`config.mk`:
```
export PLATFORM = sky130hd
export DESIGN_NAME = unet_pool2d_engine
export DESIGN_NICKNAME = d
export VERILOG_FILES = /design/src/rtl/unet_pool_pkg.sv /design/src/rtl/unet_pool_reduce.sv /design/src/rtl/unet_pool2d_engine.sv
export SDC_FILE = /design/constraint.sdc
export NUM_CORES = 2
export LEC_CHECK = 0
export ABC_AREA = 1
export BUFFER_PORTS_ARGS = -buffer_cell sky130_fd_sc_hd__buf_2
export CAP_MARGIN = 20
export CORE_MARGIN = 2
export CORE_UTILIZATION = 30
export DETAILED_ROUTE_END_ITERATION = 8
export MAX_ROUTING_LAYER = met4
export PLACE_DENSITY = 0.52
export RECOVER_POWER = 50
export SYNTH_ARGS = -nofsm -noshare
export SYNTH_HDL_FRONTEND = slang
export SYNTH_HIERARCHICAL = 1
export SYNTH_SLANG_ARGS = --single-unit
```
`constraint.sdc`:
```
create_clock -name clk -period 14.8 [get_ports clk]
set_input_delay 0.74 -clock clk [delete_from_list [all_inputs] [get_ports clk]]
set_output_delay 0.74 -clock clk [all_outputs]
set_load 0.02 [all_outputs]
```
`src/rtl/unet_pool_pkg.sv`:
```
// Shared types and helpers for the UNET 2-D pooling engine.
package unet_pool_pkg;

  typedef enum logic {
    POOL_MAX = 1'b0,
    POOL_AVG = 1'b1
  } pool_mode_e;

  typedef enum logic [2:0] {
    StIdle,
    StCheck,
    StRead,
    StDrain,
    StWrite,
    StFin
  } pool_state_e;

  // Accumulator width: room for the sum of up to (2^K_W)^2 samples.
  function automatic int unsigned acc_w(input int unsigned data_w, input int unsigned k_w);
    return data_w + 2 * k_w;
  endfunction

endpackage

```
`src/rtl/unet_pool_reduce.sv`:
```
// Window reducer: running max or running sum, with the average taken as a right shift.
module unet_pool_reduce
  import unet_pool_pkg::*;
#(
  parameter int unsigned DATA_W = 12,
  parameter int unsigned K_W    = 3,
  parameter bit          SIGNED = 1'b0
) (
  input  logic              clk,
  input  logic              rst,
  input  logic [DATA_W-1:0] sample,
  input  logic              first,
  input  logic              valid,
  input  pool_mode_e        mode,
  input  logic [2:0]        shift,
  output logic [DATA_W-1:0] result
);

  localparam int unsigned ACC_W = acc_w(DATA_W, K_W);

  logic [ACC_W-1:0] acc_q;
  logic [ACC_W-1:0] ext;
  logic [ACC_W-1:0] avg;
  logic             gt;

  always_comb begin
    ext = {{(ACC_W - DATA_W){SIGNED & sample[DATA_W-1]}}, sample};
    if (SIGNED) begin
      gt  = $signed(ext) > $signed(acc_q);
      avg = $signed(acc_q) >>> shift;
    end else begin
      gt  = ext > acc_q;
      avg = acc_q >> shift;
    end
    result = (mode == POOL_AVG) ? avg[DATA_W-1:0] : acc_q[DATA_W-1:0];
  end

  // Strict compare so ties keep the earlier sample.
  always_ff @(posedge clk) begin
    if (rst) begin
      acc_q <= '0;
    end else if (valid) begin
      if (first) begin
        acc_q <= ext;
      end else if (mode == POOL_AVG) begin
        acc_q <= acc_q + ext;
      end else if (gt) begin
        acc_q <= ext;
      end
    end
  end

endmodule

```
`src/rtl/unet_pool2d_engine.sv`:
```
// Channel-major PxP / stride-S max or average pooling from an input RAM into an output RAM.
module unet_pool2d_engine
  import unet_pool_pkg::*;
#(
  parameter int unsigned DATA_W = 12,
  parameter int unsigned ADDR_W = 15,
  parameter int unsigned DIM_W  = 7,
  parameter int unsigned K_W    = 3,
  parameter bit          SIGNED = 1'b0
) (
  input  logic              clk,
  input  logic              rst,
  input  logic              start,
  input  logic              mode,
  input  logic [DIM_W-1:0]  channels,
  input  logic [DIM_W-1:0]  height,
  input  logic [DIM_W-1:0]  width,
  input  logic [K_W-1:0]    pool_size,
  input  logic [K_W-1:0]    stride,
  output logic              busy,
  output logic              done,
  output logic              error,
  output logic [ADDR_W-1:0] input_rsc_radr,
  output logic              input_rsc_re,
  input  logic [DATA_W-1:0] input_rsc_q,
  output logic              input_rsc_clken,
  output logic              input_triosy_lz,
  output logic [ADDR_W-1:0] output_rsc_wadr,
  output logic [DATA_W-1:0] output_rsc_d,
  output logic              output_rsc_we,
  output logic              output_rsc_clken,
  output logic              output_triosy_lz
);

  pool_state_e      state_q;
  pool_mode_e       mode_q;
  logic [DIM_W-1:0] c_q, h_q, w_q, oh_q, ow_q, ch_q, oy_q, ox_q;
  logic [K_W-1:0]   p_q, s_q, ky_q, kx_q;
  logic [ADDR_W-1:0] hw_q, ohow_q, radr_q, wadr_q;
  logic busy_q, done_q, error_q, re_q, we_q, rd_pend_q, rd_first_q;

  logic             cfg_bad, kx_last, k_last, ox_last, oy_last, ch_last;
  logic [DIM_W-1:0] p_ext, oh_calc, ow_calc, ox_nx, oy_nx, ch_nx;
  logic [K_W-1:0]   s_div, kx_nx, ky_nx;
  logic [2:0]       avg_shift;

  function automatic logic [ADDR_W-1:0] rd_addr(
    input logic [DIM_W-1:0]  c, oy, ox,
    input logic [K_W-1:0]    ky, kx, s,
    input logic [DIM_W-1:0]  w,
    input logic [ADDR_W-1:0] hw
  );
    logic [ADDR_W-1:0] row, col;
    row = ADDR_W'(oy) * ADDR_W'(s) + ADDR_W'(ky);
    col = ADDR_W'(ox) * ADDR_W'(s) + ADDR_W'(kx);
    return ADDR_W'(c) * hw + row * ADDR_W'(w) + col;
  endfunction

  always_comb begin
    p_ext   = DIM_W'(p_q);
    s_div   = (s_q == '0) ? K_W'(1) : s_q;
    cfg_bad = (p_q == '0) || (s_q == '0) || (c_q == '0) || (p_ext > h_q) || (p_ext > w_q) ||
              ((mode_q == POOL_AVG) &&
               !((p_q == K_W'(1)) || (p_q == K_W'(2)) || (p_q == K_W'(4))));
    oh_calc = (h_q - p_ext) / DIM_W'(s_div) + DIM_W'(1);
    ow_calc = (w_q - p_ext) / DIM_W'(s_div) + DIM_W'(1);

    kx_last = (kx_q == p_q - K_W'(1));
    k_last  = kx_last && (ky_q == p_q - K_W'(1));
    kx_nx   = kx_last ? '0 : kx_q + K_W'(1);
    ky_nx   = kx_last ? ky_q + K_W'(1) : ky_q;

    ox_last = (ox_q == ow_q - DIM_W'(1));
    oy_last = (oy_q == oh_q - DIM_W'(1));
    ch_last = (ch_q == c_q - DIM_W'(1));
    ox_nx   = ox_last ? '0 : ox_q + DIM_W'(1);
    oy_nx   = !ox_last ? oy_q : (oy_last ? '0 : oy_q + DIM_W'(1));
    ch_nx   = (ox_last && oy_last) ? ch_q + DIM_W'(1) : ch_q;

    avg_shift = (p_q == K_W'(4)) ? 3'd4 : ((p_q == K_W'(2)) ? 3'd2 : 3'd0);
  end

  always_ff @(posedge clk) begin
    if (rst) begin
      state_q    <= StIdle;
      mode_q     <= POOL_MAX;
      c_q        <= '0;
      h_q        <= '0;
      w_q        <= '0;
      oh_q       <= '0;
      ow_q       <= '0;
      ch_q       <= '0;
      oy_q       <= '0;
      ox_q       <= '0;
      p_q        <= '0;
      s_q        <= '0;
      ky_q       <= '0;
      kx_q       <= '0;
      hw_q       <= '0;
      ohow_q     <= '0;
      radr_q     <= '0;
      wadr_q     <= '0;
      busy_q     <= 1'b0;
      done_q     <= 1'b0;
      error_q    <= 1'b0;
      re_q       <= 1'b0;
      we_q       <= 1'b0;
      rd_pend_q  <= 1'b0;
      rd_first_q <= 1'b0;
    end else begin
      done_q     <= 1'b0;
      error_q    <= 1'b0;
      we_q       <= 1'b0;
      // RAM data returns one cycle after the read, so the reducer follows re by one cycle.
      rd_pend_q  <= re_q;
      rd_first_q <= re_q && (ky_q == '0) && (kx_q == '0);
      case (state_q)
        StIdle: begin
          if (start) begin
            mode_q  <= pool_mode_e'(mode);
            c_q     <= channels;
            h_q     <= height;
            w_q     <= width;
            p_q     <= pool_size;
            s_q     <= stride;
            busy_q  <= 1'b1;
            state_q <= StCheck;
          end
        end
        StCheck: begin
          if (cfg_bad) begin
            error_q <= 1'b1;
            done_q  <= 1'b1;
            busy_q  <= 1'b0;
            state_q <= StFin;
          end else begin
            oh_q    <= oh_calc;
            ow_q    <= ow_calc;
            hw_q    <= ADDR_W'(h_q) * ADDR_W'(w_q);
            ohow_q  <= ADDR_W'(oh_calc) * ADDR_W'(ow_calc);
            ch_q    <= '0;
            oy_q    <= '0;
            ox_q    <= '0;
            ky_q    <= '0;
            kx_q    <= '0;
            re_q    <= 1'b1;
            radr_q  <= '0;
            state_q <= StRead;
          end
        end
        StRead: begin
          if (k_last) begin
            re_q    <= 1'b0;
            state_q <= StDrain;
          end else begin
            ky_q   <= ky_nx;
            kx_q   <= kx_nx;
            radr_q <= rd_addr(ch_q, oy_q, ox_q, ky_nx, kx_nx, s_q, w_q, hw_q);
          end
        end
        StDrain: begin
          we_q    <= 1'b1;
          wadr_q  <= ADDR_W'(ch_q) * ohow_q + ADDR_W'(oy_q) * ADDR_W'(ow_q) + ADDR_W'(ox_q);
          state_q <= StWrite;
        end
        StWrite: begin
          if (ox_last && oy_last && ch_last) begin
            done_q  <= 1'b1;
            busy_q  <= 1'b0;
            state_q <= StFin;
          end else begin
            ch_q    <= ch_nx;
            oy_q    <= oy_nx;
            ox_q    <= ox_nx;
            ky_q    <= '0;
            kx_q    <= '0;
            re_q    <= 1'b1;
            radr_q  <= rd_addr(ch_nx, oy_nx, ox_nx, '0, '0, s_q, w_q, hw_q);
            state_q <= StRead;
          end
        end
        StFin: state_q <= StIdle;
        default: state_q <= StIdle;
      endcase
    end
  end

  unet_pool_reduce #(
    .DATA_W(DATA_W),
    .K_W   (K_W),
    .SIGNED(SIGNED)
  ) u_reduce (
    .clk   (clk),
    .rst   (rst),
    .sample(input_rsc_q),
    .first (rd_first_q),
    .valid (rd_pend_q),
    .mode  (mode_q),
    .shift (avg_shift),
    .result(output_rsc_d)
  );

  assign busy             = busy_q;
  assign done             = done_q;
  assign error            = error_q;
  assign input_rsc_radr   = radr_q;
  assign input_rsc_re     = re_q;
  assign input_rsc_clken  = 1'b1;
  assign input_triosy_lz  = done_q;
  assign output_rsc_wadr  = wadr_q;
  assign output_rsc_we    = we_q;
  assign output_rsc_clken = 1'b1;
  assign output_triosy_lz = done_q;

endmodule

```
# [Word level (Yosys, flattened, before mapping)]
# Cells that the tools add are included.
# W data, S select, Z words.
[totals] register_bits=155 latchBits=0 mem_bits_rw=0 rom_bits=0 input_bits=43 output_inout_bits=51 word_cells=167 memories=0
[classes] addsub=22 mul=12 n_div=2 order_cmp=3 n_eq_ne=19 shifts=1 n_mux=47 bitwise_logic=2 reduce_logical=33
[op_table] op="$mux W7" n=8
[op_table] op="$mux W18" n=3
[op_table] op="$mul A7 B14 Y15" n=3
[op_table] op="$mux W15" n=3
[op_table] op="$pmux W15 S3" n=1
[op_table] op="$mul A7 B7 Y14" n=3
[op_table] op="$pmux W7 S2" n=3
[op_table] op="$mul A7 B3 Y10" n=4
[op_table] op="$mux W3" n=12
[op_table] op="$add A7 B1 Y7 const B" n=5
[op_table] op="$add A15 B15 Y15" n=2
[op_table] op="$add A10 B3 Y11" n=2
[op_table] op="$eq A7 B7 Y1" n=3
[op_table] op="$sub A7 B1 Y7 const B" n=3
[op_table] op="$add A18 B12 Y18" n=1
[op_table] op="$gt A12 B18 Y1" n=1
[op_table] op="$pmux W3 S3" n=2
[op_table] op="$shr A18 B3 Y12" n=1
[op_table] op="$add A15 B10 Y15" n=1
[op_table] op="$add A15 B11 Y15" n=1
[op_table] op="$add A15 B14 Y15" n=1
[op_table] op="$add A15 B7 Y15" n=1
[op_table] op="$logic_not A3 Y1" n=5
[op_table] op="$mul A10 B7 Y15" n=1
[op_table] op="other kinds (28)" n=71

# [Depth between registers and ports, before layout]
[depth] word_depth=10 depth_mapped=95 depth_no_buf=93

# [By module]
# Netlist, hierarchy kept.
[modules_own_cells] mod="unet_pool2d_engine" n_inst=1 cells_per_inst=3791 area_each_um2=28213.3 seq_area_each_um2=2742.6
[modules_own_cells] mod="unet_pool_reduce" n_inst=1 cells_per_inst=464 area_each_um2=2621.3 seq_area_each_um2=360.3

# [Worst setup path after synthesis]
# No wires, ideal clock.
[synth_timing] path_type="register to register" start="register h_q[0]" end="register ohow_q[13]" setup_time_ns=0.128 t_arrival_ns=12.839 t_required_ns=14.672 path_slack_ns=1.834 stages_incl_launch_ff=89 n_path_buf=2 period_less_slack_ns=12.966 path_cell_list="dfxtp_1 clkbuf_1 inv_1 ha_1 inv_1 fa_1 nand2_1 nand4_1 nand2_1 nand2_1 inv_1 ha_1 o21ai_2 or2_1 nand2_1 ha_1 o21ai_1 nand2_1 (+53 left out) fa_1 inv_1 fa_1 inv_1 fa_1 inv_1 ha_1 inv_1 nor2_1 o21ai_0 nand2_1 a21oi_1 o21ai_0 a21oi_1 nor2_1 nor2_1 xor2_1 a21oi_1"
[synth_via] elab_chain_len=6 elab_cells_between_ends=10 classes_between="add/sub (2); mul (1); div (1); order compare (1); bitwise (1); reduce/logical (4)"
[synth_rtl] item="from (decl)" line="unet_pool2d_engine.sv:37" rtl="logic [DIM_W-1:0] c_q, h_q, w_q, oh_q, ow_q, ch_q, oy_q, ox_q;"
[synth_rtl] item="from (signal assigned)" line="unet_pool2d_engine.sv:122" rtl="h_q <= height;"
[synth_rtl] item="branches (longest 6 deep; another with $mul A7 B7 Y14)"
[synth_rtl] item="to (signal assigned)" line="unet_pool2d_engine.sv:140" rtl="ohow_q <= ADDR_W'(oh_calc) * ADDR_W'(ow_calc);"
[synth_rtl] item="to (decl)" line="unet_pool2d_engine.sv:39" rtl="logic [ADDR_W-1:0] hw_q, ohow_q, radr_q, wadr_q;"
# Parallel ways; which one is timed is not known.
# A chain may end at the register's enable or synchronous reset.

# [Final worst setup path]
[layout_timing] start="register w_q[0]" end="register ohow_q[13]"
[layout_via] elab_chain_len=5 elab_cells_between_ends=9 classes_between="add/sub (2); mul (1); div (1); order compare (1); bitwise (1); reduce/logical (3)"
[layout_rtl] item="from (decl)" line="unet_pool2d_engine.sv:37"
[layout_rtl] item="from (signal assigned)" line="unet_pool2d_engine.sv:123" rtl="w_q <= width;"
[layout_rtl] item="branches (longest 5 deep; another with $mul A7 B7 Y14)"
# Parallel ways; which one is timed is not known.

==> impl_metrics.yaml <==
route:
  num_vias: 25900
  drc: 0
  first_pass_iters: 5
  wl_per_cell_um: 16.4
  wirelength_um: 92100
  drt_iter0_drc: 1828
  via_per_inst: 4.61
  ant_nets: 0
sta:
  fin_crit_ns: 13.55
  worst_pin_slew_ns: 4.07
  totalNegativeSetupSlack_ns: 0
  max_slew_margin_pct: -171
  setup_viol: 0
  slew_viol_final: 180
  skew_ns: 0.0259
  rsz0062_at_grt: "no"
  fmax_mhz: 73.8
  hold_viol: 0
  min_period_over_period_pct: 91.6
yosys:
  synthTopCellsByCount: "nand2_1 (1008), inv_1 (920), fa_1 (428), ha_1 (337), nor2_1 (307)"
  synth_area_leaders: "fa_1 (28%), ha_1 (14%), nand2_1 (12%)"
  synthArstFlopShare_pct: 0
  synth_edf_count: 0
  ys_seq_area_share_pct: 10.1
  ys_ff_latch: 155
  ys_warn_count: 6
  synth_area_leader_cell: "fa_1"
  netlist_area_um2: 30800
  synthFlopType: "dfxtp_1"
  synth.most_common_cell: "nand2_1"
  avgSynthCellArea_um2: 7.25
  synth_top_area_share_pct: 27.8
  synth.distinct_cells: 63
  synthCells: 4255
status:
  status: "finished, violations left"
  violations: "capacitance limit, slew limit"
setup_path:
  cp_max_fo: 11
  cp-end-kind: "register"
  crit_path_top_delay_cell: "fa_1"
  cp_data_required_time_ns: 15.18
  crit_type: "reg -> reg"
  cp-start-kind: "register"
  cp.arrival_ns: 13.93
  slowest_delay_ns: 0.55
placement:
  gp_congestion: 0.894
  io_buffers: 91
  dp_hpwl_um: 74500
min_path:
  min_path_type: "reg -> reg"
clocking:
  root_buffer: "clkbuf_16"
  clk_pin_slew_ns: 0.08
  clk_latency_ns: 0.52
  clockBufferDepth: 2
  clkSinkCount: 155
  h-tree-depth: 4
  cts_buffers: 17
  cts_tree: "yes"
  hold_buffers: 0
floorplanning:
  rows: 117
  die_area_um2: 105000
  coreArea_um2: 102000
  dieHeight_um: 325
  initial_core_util_pct: 30.3
  ioPinCount: 94
  die_x_um: 325
global_route:
  grt_pass1_vias: 25800
  antenna_found_initial: 0
  grt_use_total_pct: 18.2
  grt_pass1_wl_um: 146000
  grt_max_degree: 83
  overflow: 0
run:
  maxCapViolations: 3
cells_and_area:
  fill_cells: 11100
  layout.nets: 5059
  syn_to_final_growth_pct: 7.77
  drive_above_1_share_pct: 6.05
  regArea_um2: 3110
  multi_input_comb_area_um2: 23500
  num_antenna_cells: 0
-- repair_timing --
item	CTS	global route
resized for setup	0	23
buffers inserted	0	10
setup endpoints to repair	0	7
-- metrics by stage --
stage | instances | utilization (%) | hold slack, ns | setup WS (ns) | instance area [um2]
2_1_floorplan | 4259 | - | 0.448 | 1.83 | 30800
3_3_place_gp | 5589 | 31.9 | 0.470 | 0.728 | 32600
3_5_place_dp | 5590 | 32.0 | 0.480 | 0.542 | 32600
4_1_cts | 5622 | 32.6 | 0.459 | 0.477 | 33200
5_1_grt | 5632 | 32.6 | 0.518 | 0.00170 | 33200
6_report | 5632 | 32.6 | 0.487 | 1.25 | 33200
-- path summary, 6_finish.rpt --
path / start / slack [ns] / endpoint / cells past startpoint
worst max register to register: w_q[0]$_SDFFE_PP0P_ / 1.25 / ohow_q[13]$_SDFFE_PP0P_ / 88
worst max-delay path: w_q[0]$_SDFFE_PP0P_ / 1.25 / ohow_q[13]$_SDFFE_PP0P_ / 88
worst min-delay path: c_q[1]$_SDFFE_PP0P_ / 0.49 / c_q[1]$_SDFFE_PP0P_ / 2
worst min register to register: c_q[1]$_SDFFE_PP0P_ / 0.49 / c_q[1]$_SDFFE_PP0P_ / 2
-- cell families after synthesis --
logic type               after synthesis  share of synthesized area (%)
adder cells (fa/ha/maj)              765                           41.5
AO/OA/AOI/OAI                        475                           8.25
flip-flops                           155                           10.1
AND/OR/NAND/NOR                     1609                           22.2
multiplexers                           8                          0.260
buffers and inverters               1109                           13.9
XOR/XNOR                             132                           3.84
other                                  2                         0.0244
-- state kept, by name, summed over array words and instances, names as in the netlist, 14 cells and up --
signal / cells
hw_q: 14
u_reduce/acc_q: 18
ohow_q: 14
output_rsc_wadr: 15
input_rsc_radr: 15
-- worst max-delay path: cells and delay by family, from the launching register on --
kind	cells	cell delay (ns)
adder cells (fa/ha/maj)	15	5.24
AND/OR/NAND/NOR	36	3.99
AO/OA/AOI/OAI	19	2.40
buffers and inverters	16	1.01
XOR/XNOR	2	0.40
flip-flops	1	0.33
-- final cells by class --
cell class	count	share of cell area [%]
Tap cell	1368	5.15
Clock inverter	15	0.561
Multi-Input combinational cell	2995	70.8
Inverter	947	10.7
Timing Repair Buffer	135	2.16
Sequential cell	155	9.34
Clock buffer	17	1.28
-- metal layers --
| metal | GRT usage [%] | share of wire, % |
|---|---|---|
| met3 | 2.72 | 5.4 |
| met1 | 24.7 | 48 |
| met2 | 28.5 | 45 |
| met5 | - | 0 |
| met4 | 4.60 | 2.2 |
-- cell usage in the layout, fill, tap and decap left out, types with 9 or more instances in the layout --
cell | netlist | routed
dfxtp_1 | 155 | 153
nor2_1 | 307 | 305
clkbuf_1 | 110 | 44
a31oi_1 | 11 | 11
clkbuf_16 | 0 | 17
nor2_2 | 20 | 18
nand2_1 | 1008 | 1007
buf_2 | 15 | 53
inv_2 | 22 | 24
o211ai_1 | 10 | 10
ha_1 | 337 | 337
nand3_2 | 9 | 9
nand3_1 | 119 | 119
fa_1 | 428 | 428
nand3b_1 | 15 | 15
nand4_1 | 28 | 28
inv_1 | 920 | 918
buf_4 | 13 | 37
o21ai_0 | 202 | 197
o21ai_1 | 11 | 15
a21oi_1 | 203 | 201
xnor2_1 | 45 | 45
or2_2 | 18 | 18
xor2_1 | 85 | 84
o21bai_1 | 13 | 13
nor3_1 | 20 | 18
nand2_2 | 19 | 19
Power is not shown: default switching activity piles up to over one toggle a cycle in this logic, so the estimate is an artifact.
